`config.mk`:
```
export PLATFORM = sky130hd
export DESIGN_NAME = donkey_ctl
export DESIGN_NICKNAME = d
export VERILOG_FILES = /design/src/rtl/donkey_ctl.sv
export SDC_FILE = /design/constraint.sdc
export NUM_CORES = 1
export LEC_CHECK = 0
export CAP_MARGIN = 20
export CORE_ASPECT_RATIO = 0.8
export CORE_MARGIN = 10
export CORE_UTILIZATION = 54
export DETAILED_ROUTE_END_ITERATION = 8
export GPL_ROUTABILITY_DRIVEN = 0
export PLACE_DENSITY = 0.77
export SYNTH_ARGS = -nofsm -noshare
export SYNTH_HDL_FRONTEND = slang
export SYNTH_SLANG_ARGS = --single-unit
```
`constraint.sdc`:
```
create_clock -name clk -period 2.95 [get_ports clk]
set_input_delay 0.4425 -clock clk [delete_from_list [all_inputs] [get_ports clk]]
set_output_delay 0.4425 -clock clk [all_outputs]
set_load 0.01 [all_outputs]
```
`src/rtl/donkey_ctl.sv`:
```
// donkey_ctl: turns left/right/jump requests into the Donkey sprite's top-left
// position, with saturating horizontal walking and a fixed-cadence jump arc.
module donkey_ctl #(
    parameter int JUMP_HEIGHT      = 58,
    parameter int JUMP_STEP_CYCLES = 1_400_000,
    parameter int MOVE_STEP_CYCLES = 250_000,
    parameter int CHAR_W           = 48,
    parameter int INIT_X           = 128,
    parameter int INIT_Y           = 672,
    parameter int X_MAX            = 1024 - CHAR_W
) (
    input  logic        clk,
    input  logic        rst_n,
    input  logic        restart,
    input  logic        left,
    input  logic        right,
    input  logic        jump,
    output logic [11:0] xpos,
    output logic [11:0] ypos,
    output logic        airborne,
    output logic        facing_left
);

    typedef enum logic [1:0] {
        GROUND = 2'd0,
        RISE   = 2'd1,
        FALL   = 2'd2
    } state_e;

    // Counters only need to reach STEP-1, so $clog2(STEP) bits suffice; keep at least one bit.
    localparam int MCW = (MOVE_STEP_CYCLES > 1) ? $clog2(MOVE_STEP_CYCLES) : 1;
    localparam int JCW = (JUMP_STEP_CYCLES > 1) ? $clog2(JUMP_STEP_CYCLES) : 1;
    localparam int HW  = (JUMP_HEIGHT > 0) ? $clog2(JUMP_HEIGHT + 1) : 1;

    localparam logic [MCW-1:0] MOVE_TERM  = MCW'(MOVE_STEP_CYCLES - 1);
    localparam logic [JCW-1:0] JUMP_TERM  = JCW'(JUMP_STEP_CYCLES - 1);
    localparam logic [HW-1:0]  HEIGHT_TOP = HW'(JUMP_HEIGHT);
    localparam logic [11:0]    X_INIT     = 12'(INIT_X);
    localparam logic [11:0]    Y_FLOOR    = 12'(INIT_Y);
    localparam logic [11:0]    X_LIMIT    = 12'(X_MAX);

    state_e         state_q, state_d;
    logic [11:0]    xpos_q, xpos_d;
    logic [11:0]    ypos_q, ypos_d;
    logic           airborne_q, airborne_d;
    logic           facing_q, facing_d;
    logic [MCW-1:0] move_cnt_q, move_cnt_d;
    logic [JCW-1:0] jump_cnt_q, jump_cnt_d;
    logic [HW-1:0]  height_q, height_d;
    logic           one_dir;

    assign one_dir = left ^ right;

    always_ff @(posedge clk or negedge rst_n) begin
        if (!rst_n) begin
            state_q    <= GROUND;
            xpos_q     <= X_INIT;
            ypos_q     <= Y_FLOOR;
            airborne_q <= 1'b0;
            facing_q   <= 1'b0;
            move_cnt_q <= '0;
            jump_cnt_q <= '0;
            height_q   <= '0;
        end else begin
            state_q    <= state_d;
            xpos_q     <= xpos_d;
            ypos_q     <= ypos_d;
            airborne_q <= airborne_d;
            facing_q   <= facing_d;
            move_cnt_q <= move_cnt_d;
            jump_cnt_q <= jump_cnt_d;
            height_q   <= height_d;
        end
    end

    always_comb begin
        state_d    = state_q;
        xpos_d     = xpos_q;
        ypos_d     = ypos_q;
        facing_d   = facing_q;
        move_cnt_d = '0;
        jump_cnt_d = jump_cnt_q;
        height_d   = height_q;

        // Horizontal: the step counter keeps running at a wall so the cadence stays even.
        if (one_dir) begin
            facing_d = left;
            if (move_cnt_q == MOVE_TERM) begin
                move_cnt_d = '0;
                if (left && (xpos_q != 12'd0)) begin
                    xpos_d = xpos_q - 12'd1;
                end else if (right && (xpos_q < X_LIMIT)) begin
                    xpos_d = xpos_q + 12'd1;
                end
            end else begin
                move_cnt_d = move_cnt_q + 1'b1;
            end
        end

        case (state_q)
            GROUND: begin
                ypos_d     = Y_FLOOR;
                height_d   = '0;
                jump_cnt_d = '0;
                if (jump) begin
                    state_d = RISE;
                end
            end
            RISE: begin
                if (jump_cnt_q == JUMP_TERM) begin
                    jump_cnt_d = '0;
                    ypos_d     = ypos_q - 12'd1;
                    height_d   = height_q + 1'b1;
                    if (height_d == HEIGHT_TOP) begin
                        state_d = FALL;
                    end
                end else begin
                    jump_cnt_d = jump_cnt_q + 1'b1;
                end
            end
            FALL: begin
                if (jump_cnt_q == JUMP_TERM) begin
                    jump_cnt_d = '0;
                    ypos_d     = ypos_q + 12'd1;
                    height_d   = height_q - 1'b1;
                    if (height_d == '0) begin
                        state_d = GROUND;
                    end
                end else begin
                    jump_cnt_d = jump_cnt_q + 1'b1;
                end
            end
            default: begin
                state_d    = GROUND;
                ypos_d     = Y_FLOOR;
                height_d   = '0;
                jump_cnt_d = '0;
            end
        endcase

        if (restart) begin
            state_d    = GROUND;
            xpos_d     = X_INIT;
            ypos_d     = Y_FLOOR;
            facing_d   = 1'b0;
            move_cnt_d = '0;
            jump_cnt_d = '0;
            height_d   = '0;
        end

        airborne_d = (state_d != GROUND);
    end

    assign xpos        = xpos_q;
    assign ypos        = ypos_q;
    assign airborne    = airborne_q;
    assign facing_left = facing_q;

endmodule
```
==> results of run 1 <==
==> layout make-up <==
cell class	instances	area, sq um
sequential	73	1830
clock buffer	9	124
fill	672	2740
inverter	16	63.8
timing repair buffer	72	616
tap	112	140
clock inverter	7	128
multi-input combinational	414	2840
==> repair_timing <==
item,4_1_cts,5_1_grt
setup endpoints to repair,2,5
pin swaps,2,10
setup buffers,0,6
resized for setup,4,25
==> logic make-up (layout without fill, tap and decap cells) <==
logic type	Yosys count	after routing	share of synthesized area
and+or+nand+nor	226	226	0.236
AOI/OAI and AO/OA	102	102	0.154
DFF	73	73	0.390
xor gates and xnor gates	51	51	0.0952
buffers and inverters	32	104	0.0299
adders and majority gates	31	31	0.0859
muxes	4	4	0.00853
==> synth_stat cells, drive strengths merged (4+ instances only) <==
cell type and count:
dfrtp 69, xnor2 24, dfstp 4, o31ai 8
xor2 27, a22o 4, o21ai 20, a21o 4
nand2b 4, or3 6, a31oi 5, a21oi 23
mux2i 4, o21bai 4, a211oi 5, ha 29
nand4 13, nand3 22, nor4 7, and3 8
clkbuf 9, nor2b 10, nor2 74, inv 16
a2111oi 4, nand2 54, nor3 13, buf 7
==> worst min-delay path by stage <==
stage                  startpoint            end  slack [ns]  depth (start not counted)
detailed placement  move_cnt_q[0]  move_cnt_q[0]        0.47                          1
floorplan                   rst_n       airborne        0.15                          0
finish                      rst_n        ypos[8]        0.20                          1
global route                rst_n    height_q[5]        0.28                          1
CTS                         rst_n        ypos[8]        0.25                          1
global placement    move_cnt_q[0]  move_cnt_q[0]        0.46                          1
==> worst reg2reg max path, stage by stage (launching register included) <==
cell	delay, ns
dfrtp_1	0.39
nor4_1	0.27
nand4_1	0.22
and2_4	0.24
buf_4	0.17
ha_1	0.26
nor2_1	0.15
o21ai_2	0.10
a2111oi_4	0.41
xor2_1	0.18
nor4_1	0.07
a221o_1	0.29
==> power breakdown <==
part	internal [mW]	switching, mW	total [mW]
combinational	0.773	0.758	1.53
sequential	1.09	0.0650	1.15
clock	0.572	0.421	0.993
total	2.43	1.24	3.68
==> per-layer routing <==
metal / up-vias / part of all wire
li1: 1993 / -
met1: 1987 / 0.45
met2: 126 / 0.48
met3: 11 / 0.062
met4: 0 / 0.011
met5: - / 0
==> per-stage QoR <==
| stage | power (mW) | cell area [sq um] | setup WS [ns] | hold slack, ns |
|---|---|---|---|---|
| global placement | 2.46 | 5320 | -0.0557 | 0.457 |
| floorplan | 1.90 | 4690 | 0.0110 | 0.147 |
| finish | 3.68 | 5740 | 0.0772 | 0.202 |
| detailed placement | 2.50 | 5320 | -0.213 | 0.470 |
| global route | 3.88 | 5740 | -0.0387 | 0.277 |
| CTS | 3.52 | 5590 | 0.00760 | 0.246 |
==> registers in the layout, indices dropped and copies added, names as in the netlist <==
signal       flops
airborne         1
facing_left      1
height_q         6
jump_cnt_q      21
move_cnt_q      18
state_q          2
xpos            12
ypos            12
==> metrics.txt, run 1 <==
status completed; Initial Util 0.553; Crit Path Max Fanout 6; commonest register cell after synthesis dfrtp_1; overall routed net length 11400 um; CTS clock-pin slew for the worst setup and hold paths 0.08 ns; die height 103 um; R2R depth 11; Setup CP Type reg -> reg; gr busiest metal met2; Core ar. 8480 sq um; Slew @ Worst Pin 0.901 ns; Syn Nets 556; Placed Cells 681; total grt overflow 0; Mapped Avg Cell Area 9.04 sq um; Hold Vio Cnt, Final 0; crit path time final 2.87 ns; Post-Syn Instances 519; Seq cells post-synth 73; FFs w/ async S/R, synth 1.00; Via density 5.86; TritonCTS clock tree built; Worst R2R End xpos[11]; Synth top area share 0.368; Inserted Clock Buffers 9; CTS max path bufs 2; largest net degree at the start of global routing 74; GRT Util Overall 0.174; max-slew violation count 0; worst r2r src xpos[3]; layout cells sized above 1 0.159; Critical Path End Type register; R2R setup slack 0.08 ns; HP Class in -> async; CTS Sinks 73; commonest non-fill, non-tap cell in the layout nor2_1; ant diodes 0; DR WL/cell 16.2 um; synth-to-layout area growth 22.4%; RSZ-0062 raised after global routing true; Root Driver clkbuf_8; met1 usage 0.223; Finished Core Util 0.677; EDFF count, synth 0; initial antenna violation count 0; Yosys top cell by area dfrtp_1; Iter 0 DRT Violations 322; row count 30; vias 4117; most frequent cells in the layout 73 x nor2_1, 69 x dfrtp_1, 53 x nand2_1; WP buf/inv 1; TNS Setup 0 ns; Levels on crit path 11; Synth Warn # 0; CP top delay family simple AND/OR/NAND/NOR gates; maxcap violations 0; leakage power total 2.38 nW; Cell Area, Synth 4690 sq um; PD cells 640 nW/um^2; IO buf count 31; final std cells w/o fill 703; Final setup violation count 0; CTS Hold Bufs 0; vias in the first global route 3878; Startpoint Class register; clk_lat worst skew 0.37 ns; H-Tree Depth 3; Die Width 124 um; fin crit share 0.974; Worst Setup SP xpos[3]; Net count, final 623; met2 GRT Util 0.284; first-pass GRT wire length 18600 um; Worst Setup EP xpos[11]; DPL Wire Length 7950 um; Detail Route Antenna Nets 0; clock skew 0.0124 ns; Yosys cell types 65; sequential share of the synthesized area 0.390; met3 usage 0.0525; Slew Limit Headroom 0.399; slowest cell delay on critical path 0.41 ns; Peak VDD IR 495 uV; critical path cell sequence nor4_1 > nand4_1 > and2_4 > buf_4 > ha_1 > nor2_1 > o21ai_2 > a2111oi_4 > xor2_1 > nor4_1 > a221o_1; Worst Path Required 3.20 ns; Synth area leaders dfrtp_1 37%, ha_1 7.7%, nor2_1 5.9%; number of iterations in the first detailed-routing pass 5; CP max stage cell a2111oi_4; CP dominant cell by count nor4_1; DIE AREA 12800 sq um; drc violations 0; FMAX 348 MHz; Data arrival, critical path 3.12 ns; Top Ports 32
(Power assumes the default switching activity.)
==> run 2: changes to the inputs <==
--- a/config.mk
+++ b/config.mk
@@ -11,7 +11,8 @@
 export CORE_UTILIZATION = 54
 export DETAILED_ROUTE_END_ITERATION = 8
 export GPL_ROUTABILITY_DRIVEN = 0
-export PLACE_DENSITY = 0.77
+export PLACE_DENSITY = 0.84
+export SLEW_MARGIN = 20
 export SYNTH_ARGS = -nofsm -noshare
 export SYNTH_HDL_FRONTEND = slang
 export SYNTH_SLANG_ARGS = --single-unit
==> metrics.txt, run 2 (synthesis gave the netlist of run 1 again) <==
largest registers jump_cnt_q: 21 flops, move_cnt_q: 18 flops; WP buf/inv 2 (+1); CP top delay family simple AND/OR/NAND/NOR gates; ant diodes 0 (unchanged); drc violations 0 (unchanged); Detail Route Antenna Nets 0 (unchanged); Top Ports 32 (unchanged); Peak VDD IR 560 uV (+13%); Inserted Clock Buffers 9 (unchanged); Worst Path Required 3.19 ns (about the same); CTS Sinks 73 (unchanged); Startpoint Class register; clock skew 0.00946 ns (-0.00291 ns); Iter 0 DRT Violations 346 (+7.5%); Setup CP Type reg -> reg; row count 30 (unchanged); DIE AREA 12800 sq um (unchanged); DR WL/cell 16.1 um (-0.10%); slowest cell delay on critical path 0.38 ns (-0.03 ns); clk_lat worst skew 0.35 ns (-0.02 ns); CTS max path bufs 2 (unchanged); H-Tree Depth 3 (unchanged); RSZ-0062 raised after global routing true; leakage power total 2.35 nW (-1.5%); CTS clock-pin slew for the worst setup and hold paths 0.08 ns (about the same); largest net degree at the start of global routing 74 (unchanged); met2 wire len 5440 um (about the same); Data arrival, critical path 3.11 ns (about the same); commonest non-fill, non-tap cell in the layout nor2_1; critical path cell sequence nor4_2 > nand4_1 > and2_4 > buf_4 > ha_2 > nand3_1 > nor3_2 > a2111oi_4 > buf_4 > xor2_1 > a221o_1; TritonCTS clock tree built; Final setup violation count 0 (unchanged); die height 103 um (unchanged); wire length on met1 5190 um (+1.9%); post-route cell area 5680 sq um (-1.2%); Core ar. 8480 sq um (unchanged); PD cells 613 nW/um^2 (-4.3%); maxcap violations 0 (unchanged); TNS Setup 0 ns (unchanged); Root Driver clkbuf_8; CP dominant cell by count buf_4; CP max stage cell dfstp_2; Crit Path Max Fanout 6 (unchanged); Hold Vio Cnt, Final 0 (unchanged); Slew @ Worst Pin 0.912 ns (+0.0104 ns); FMAX 348 MHz (about the same); crit path time final 2.87 ns (+0.000385 ns); max-slew violation count 0 (unchanged); Critical Path End Type register; GRT Util Overall 0.171 (-0.00309); first-pass GRT wire length 18600 um (unchanged); Die Width 124 um (unchanged); Via density 5.78 (-1.3%); Final Power 3.48 mW (-5.4%); fin crit share 0.974 (about the same); number of iterations in the first detailed-routing pass 5 (unchanged); total grt overflow 0 (unchanged); IO buf count 31 (unchanged); most frequent cells in the layout 73 x nor2_1, 69 x dfrtp_1, 53 x nand2_1; max FFs per register 21 (unchanged); Slew Limit Headroom 0.392 (-0.00692); Biggest register jump_cnt_q; CTS Hold Bufs 0 (unchanged); status completed; HP Class in -> async; layout cells sized above 1 0.159 (+0.000270); synth-to-layout area growth 21.0%; DPL Wire Length 7900 um (-0.56%); overall routed net length 11300 um (-0.25%); Net count, final 622 (-0.16%); vias 4059 (-1.4%); vias in the first global route 3961 (+2.1%); initial antenna violation count 0 (unchanged); Initial Util 0.553 (unchanged); Placed Instance Area 5320 sq um (unchanged); top sig layer met4; WL met3 581 um (-17%)
[run 2: changes by cell type in the layout (fill, tap and decap cells not counted), sizes merged]
| cell | previous run | this run |
|---|---|---|
| clkinv | 3 | 2 |
| clkinvlp | 1 | 3 |
| inv | 16 | 15 |
| buf | 42 | 41 |
| clkbuf | 9 | 11 |
| bufinv | 3 | 1 |
[run 2: worst reg2reg max path, cell delays in order (launching register included)]
cell and delay, ns:
dfstp_2 0.38, nor4_2 0.29, nand4_1 0.22, and2_4 0.24, buf_4 0.16, ha_2 0.33, nand3_1 0.12, nor3_2 0.29
a2111oi_4 0.13, buf_4 0.16, xor2_1 0.13, a221o_1 0.31
[run 2: area by class of cell]
cell class                 count  area (sq um)
multi-input combinational    414          2840
fill                         663          2810
sequential                    73          1830
timing repair buffer          71           608
clock buffer                  11           141
tap                          112           140
inverter                      16          63.8
clock inverter                 5          55.1
[run 2: metrics by stage]
stage	hold slack [ns]	setup WS [ns]	cells	utilization
2_1_floorplan	0.147	0.0110	519	-
3_3_place_gp	0.446	0.0400	681	0.627
3_5_place_dp	0.455	-0.162	681	0.627
4_1_cts	0.249	0.00666	697	0.654
5_1_grt	0.287	-0.0299	702	0.669
6_report	0.202	0.0768	702	0.669
[run 2: where the power goes]
group / internal (mW) / leakage, nW / switching (mW)
clock: 0.411 / 0.0953 / 0.380
sequential: 1.09 / 0.990 / 0.0697
combinational: 0.761 / 1.26 / 0.767
[run 2: per-layer routing]
layer	track usage	up-vias
li1	-	1982
met1	0.211	1956
met2	0.292	110
met3	0.0469	11
met4	0.0456	0
met5	0	-
[run 2: worst paths after layout]
kind / start / endpoint / slack, ns / cells past startpoint
worst min-delay path: rst_n / ypos[6] / 0.20 / 1
max in group asynchronous: rst_n / airborne / 2.13 / 1
worst max-delay path: xpos[7] / xpos[11] / 0.08 / 11
worst min register to register: move_cnt_q[0] / move_cnt_q[0] / 0.47 / 1
min in group clk: move_cnt_q[0] / move_cnt_q[0] / 0.47 / 1
worst max register to register: xpos[7] / xpos[11] / 0.08 / 11
[run 2: what timing repair did]
| action | CTS | global route |
|---|---|---|
| gates resized for setup | 7 | 24 |
| setup endpoints to repair | 3 | 5 |
| pin swaps | 3 | 9 |
| buffers inserted | 0 | 5 |
==> run 3: changes to the inputs <==
--- a/config.mk
+++ b/config.mk
@@ -8,10 +8,11 @@
 export CAP_MARGIN = 20
 export CORE_ASPECT_RATIO = 0.8
 export CORE_MARGIN = 10
-export CORE_UTILIZATION = 54
+export CORE_UTILIZATION = 58
 export DETAILED_ROUTE_END_ITERATION = 8
+export DONT_BUFFER_PORTS = 1
 export GPL_ROUTABILITY_DRIVEN = 0
-export PLACE_DENSITY = 0.84
+export PLACE_DENSITY = 0.83
 export SLEW_MARGIN = 20
 export SYNTH_ARGS = -nofsm -noshare
 export SYNTH_HDL_FRONTEND = slang
==> metrics.txt, run 3 (synthesis gave the netlist of run 1 again) <==
CP dominant cell by count buf_4; DPL Wire Length 7710 um (-2.5%); Detail Route Antenna Nets 0 (unchanged); Net count, final 583 (-6.3%); synth-to-layout area growth 11.7%; Switching Power 1.11 mW (-9.1%); Final setup violation count 0 (unchanged); max-slew violation count 0 (unchanged); critical path cell sequence nor4_2 > nand4_1 > and2_4 > buf_4 > ha_1 > nand3_1 > nor3_1 > a2111oi_2 > buf_4 > xor2_1 > nor4_1 > a221o_1; TritonCTS clock tree built; vias 3903 (-3.8%); maxcap violations 0 (unchanged); Top Ports 32 (unchanged); vias in the first global route 3798 (-4.1%); Clk pwr share 0.227 (about the same); Iter 0 DRT Violations 338 (-2.3%); initial antenna violation count 0 (unchanged); Slew @ Worst Pin 0.748 ns (-0.164 ns); Placed Cells 639 (-6.2%); drc violations 0 (unchanged); Startpoint Class register; status completed; commonest non-fill, non-tap cell in the layout nor2_1; row count 29 (-3.3%); Via density 5.93 (+2.6%); Hold Vio Cnt, Final 0 (unchanged); slowest cell delay on critical path 0.39 ns (about the same); Sw Ratio 0.361 (+0.0109); largest net degree at the start of global routing 74 (unchanged); largest registers jump_cnt_q: 21 flops, move_cnt_q: 18 flops; total grt overflow 0 (unchanged); CP top delay family simple AND/OR/NAND/NOR gates; Peak VDD IR 555 uV (-0.88%); Inserted Clock Buffers 9 (unchanged); R2R setup slack 0.09 ns (about the same); DR WL/cell 16.0 um (-1.1%); Biggest register jump_cnt_q; Int Pwr 1.96 mW (-13%); Seq pwr share 0.376 (+0.043); leakage power total 2.18 nW (-7.1%); IO buf count 0 (-100%); WP buf/inv 2 (unchanged); clock skew 0.00986 ns (+0.000405 ns); die height 100 um (-2.8%); CTS clock-pin slew for the worst setup and hold paths 0.07 ns (about the same); GRT Util Overall 0.178 (+0.00724); CTS max path bufs 2 (unchanged); number of iterations in the first detailed-routing pass 4 (-1); Min Hold Slack 0.155 ns (-0.0466 ns); PD cells 584 nW/um^2 (-4.6%); overall routed net length 10500 um (-7.3%); CTS Sinks 73 (unchanged); Setup CP Type reg -> reg; Critical Path End Type register; ant diodes 0 (unchanged); HP Class in -> reg; Worst Path Required 3.19 ns (about the same); Slew Limit Headroom 0.497 (+0.105); Crit Path Max Fanout 7 (+1); first-pass GRT wire length 18000 um (-3.1%); fin crit share 0.970 (-0.00361); Logic pwr share 0.397 (-0.043); final std cells w/o fill 658 (-6.3%); clk_lat worst skew 0.35 ns (about the same); Core ar. 7910 sq um (-6.8%); RSZ-0062 raised after global routing true; Initial Util 0.593 (+0.0401); DIE AREA 12100 sq um (-5.7%); CP max stage cell dfrtp_1; max FFs per register 21 (unchanged); FMAX 349 MHz (+0.37%); Root Driver clkbuf_8; most frequent cells in the layout 73 x nor2_1, 69 x dfrtp_1, 53 x nand2_1; layout cells sized above 1 0.135 (-0.0248); H-Tree Depth 3 (unchanged); crit path time final 2.86 ns (-0.0106 ns); Data arrival, critical path 3.10 ns (about the same); Filler cells 640 (-3.5%); Die Width 121 um (-2.9%)
-- run 3: cell types whose count changed in the layout (fill, tap and decap cells not counted), moves of 2 or more --
| cell | delta |
|---|---|
| buf_4 | -11 |
| a21oi_1 | +3 |
| clkdlybuf4s50_1 | -30 |
| o21ai_2 | -3 |
| ha_2 | -3 |
| a2111oi_4 | -2 |
| a21oi_2 | -3 |
| o21ai_1 | +2 |
| ha_1 | +2 |
-- run 3: repair_timing --
| item | 4_1_cts | 5_1_grt |
|---|---|---|
| hold buffers | 2 | 0 |
| hold endpoints to repair | 73 | 0 |
| gates resized for setup | 1 | 15 |
| setup endpoints to repair | 1 | 5 |
| pin swaps | 1 | 5 |
| setup buffers | 0 | 2 |
-- run 3: worst paths after layout --
path                       cells after the start       endpoint     startpoint
setup / recovery                              12       xpos[11]        xpos[0]
hold / removal                                 1    facing_left        restart
setup reg to reg                              12       xpos[11]        xpos[0]
hold reg to reg                                1  move_cnt_q[0]  move_cnt_q[0]
max in group asynchronous                      2        xpos[7]          rst_n
min in group asynchronous                      2        ypos[8]          rst_n
-- run 3: layout make-up --
cell class                 count  area (sq um)  share of cell area
clock inverter                 5          32.5             0.00621
sequential                    73          1830               0.349
multi-input combinational    414          2780               0.531
timing repair buffer          32           263              0.0501
inverter                      16          60.1              0.0115
clock buffer                  10           138              0.0263
tap                          108           135              0.0258
-- run 3: power by group through the flow --
stage | Combinational [mW] | Clock, mW | Sequential, mW
2_1_floorplan | 0.676 | 0 | 1.23
3_3_place_gp | 1.07 | 0 | 1.16
3_5_place_dp | 1.11 | 0 | 1.16
4_1_cts | 1.14 | 0.710 | 1.14
5_1_grt | 1.34 | 0.754 | 1.16
6_report | 1.21 | 0.695 | 1.15
-- run 3: per-layer routing --
layer	up-vias	global-route usage	wire, um
met1	1875	0.223	4660
met5	-	0	0
met3	11	0.0595	708
met2	100	0.287	5020
met4	0	0.0519	108
li1	1917	-	-
-- run 3: worst reg2reg max path, cell delays in order, from the launching register on --
cell and delay (ns):
dfrtp_1 0.39, nor4_2 0.28, nand4_1 0.16, and2_4 0.21, buf_4 0.18, ha_1 0.35
nand3_1 0.12, nor3_1 0.06, a2111oi_2 0.36, buf_4 0.18, xor2_1 0.14, nor4_1 0.06
a221o_1 0.28
-- run 3: per-stage QoR --
stage	setup TNS, ns	area [sq um]	total power [mW]	util	setup WS [ns]
final	0	5240	3.06	0.663	0.0874
after global routing	-0.120	5240	3.25	0.663	-0.0764
after CTS	0	5170	3.00	0.653	0.0146
after detailed placement	-0.0512	4960	2.28	0.627	-0.0512
after global placement	0	4960	2.23	0.627	0.0267
after floorplan	0	4690	1.90	-	0.0110
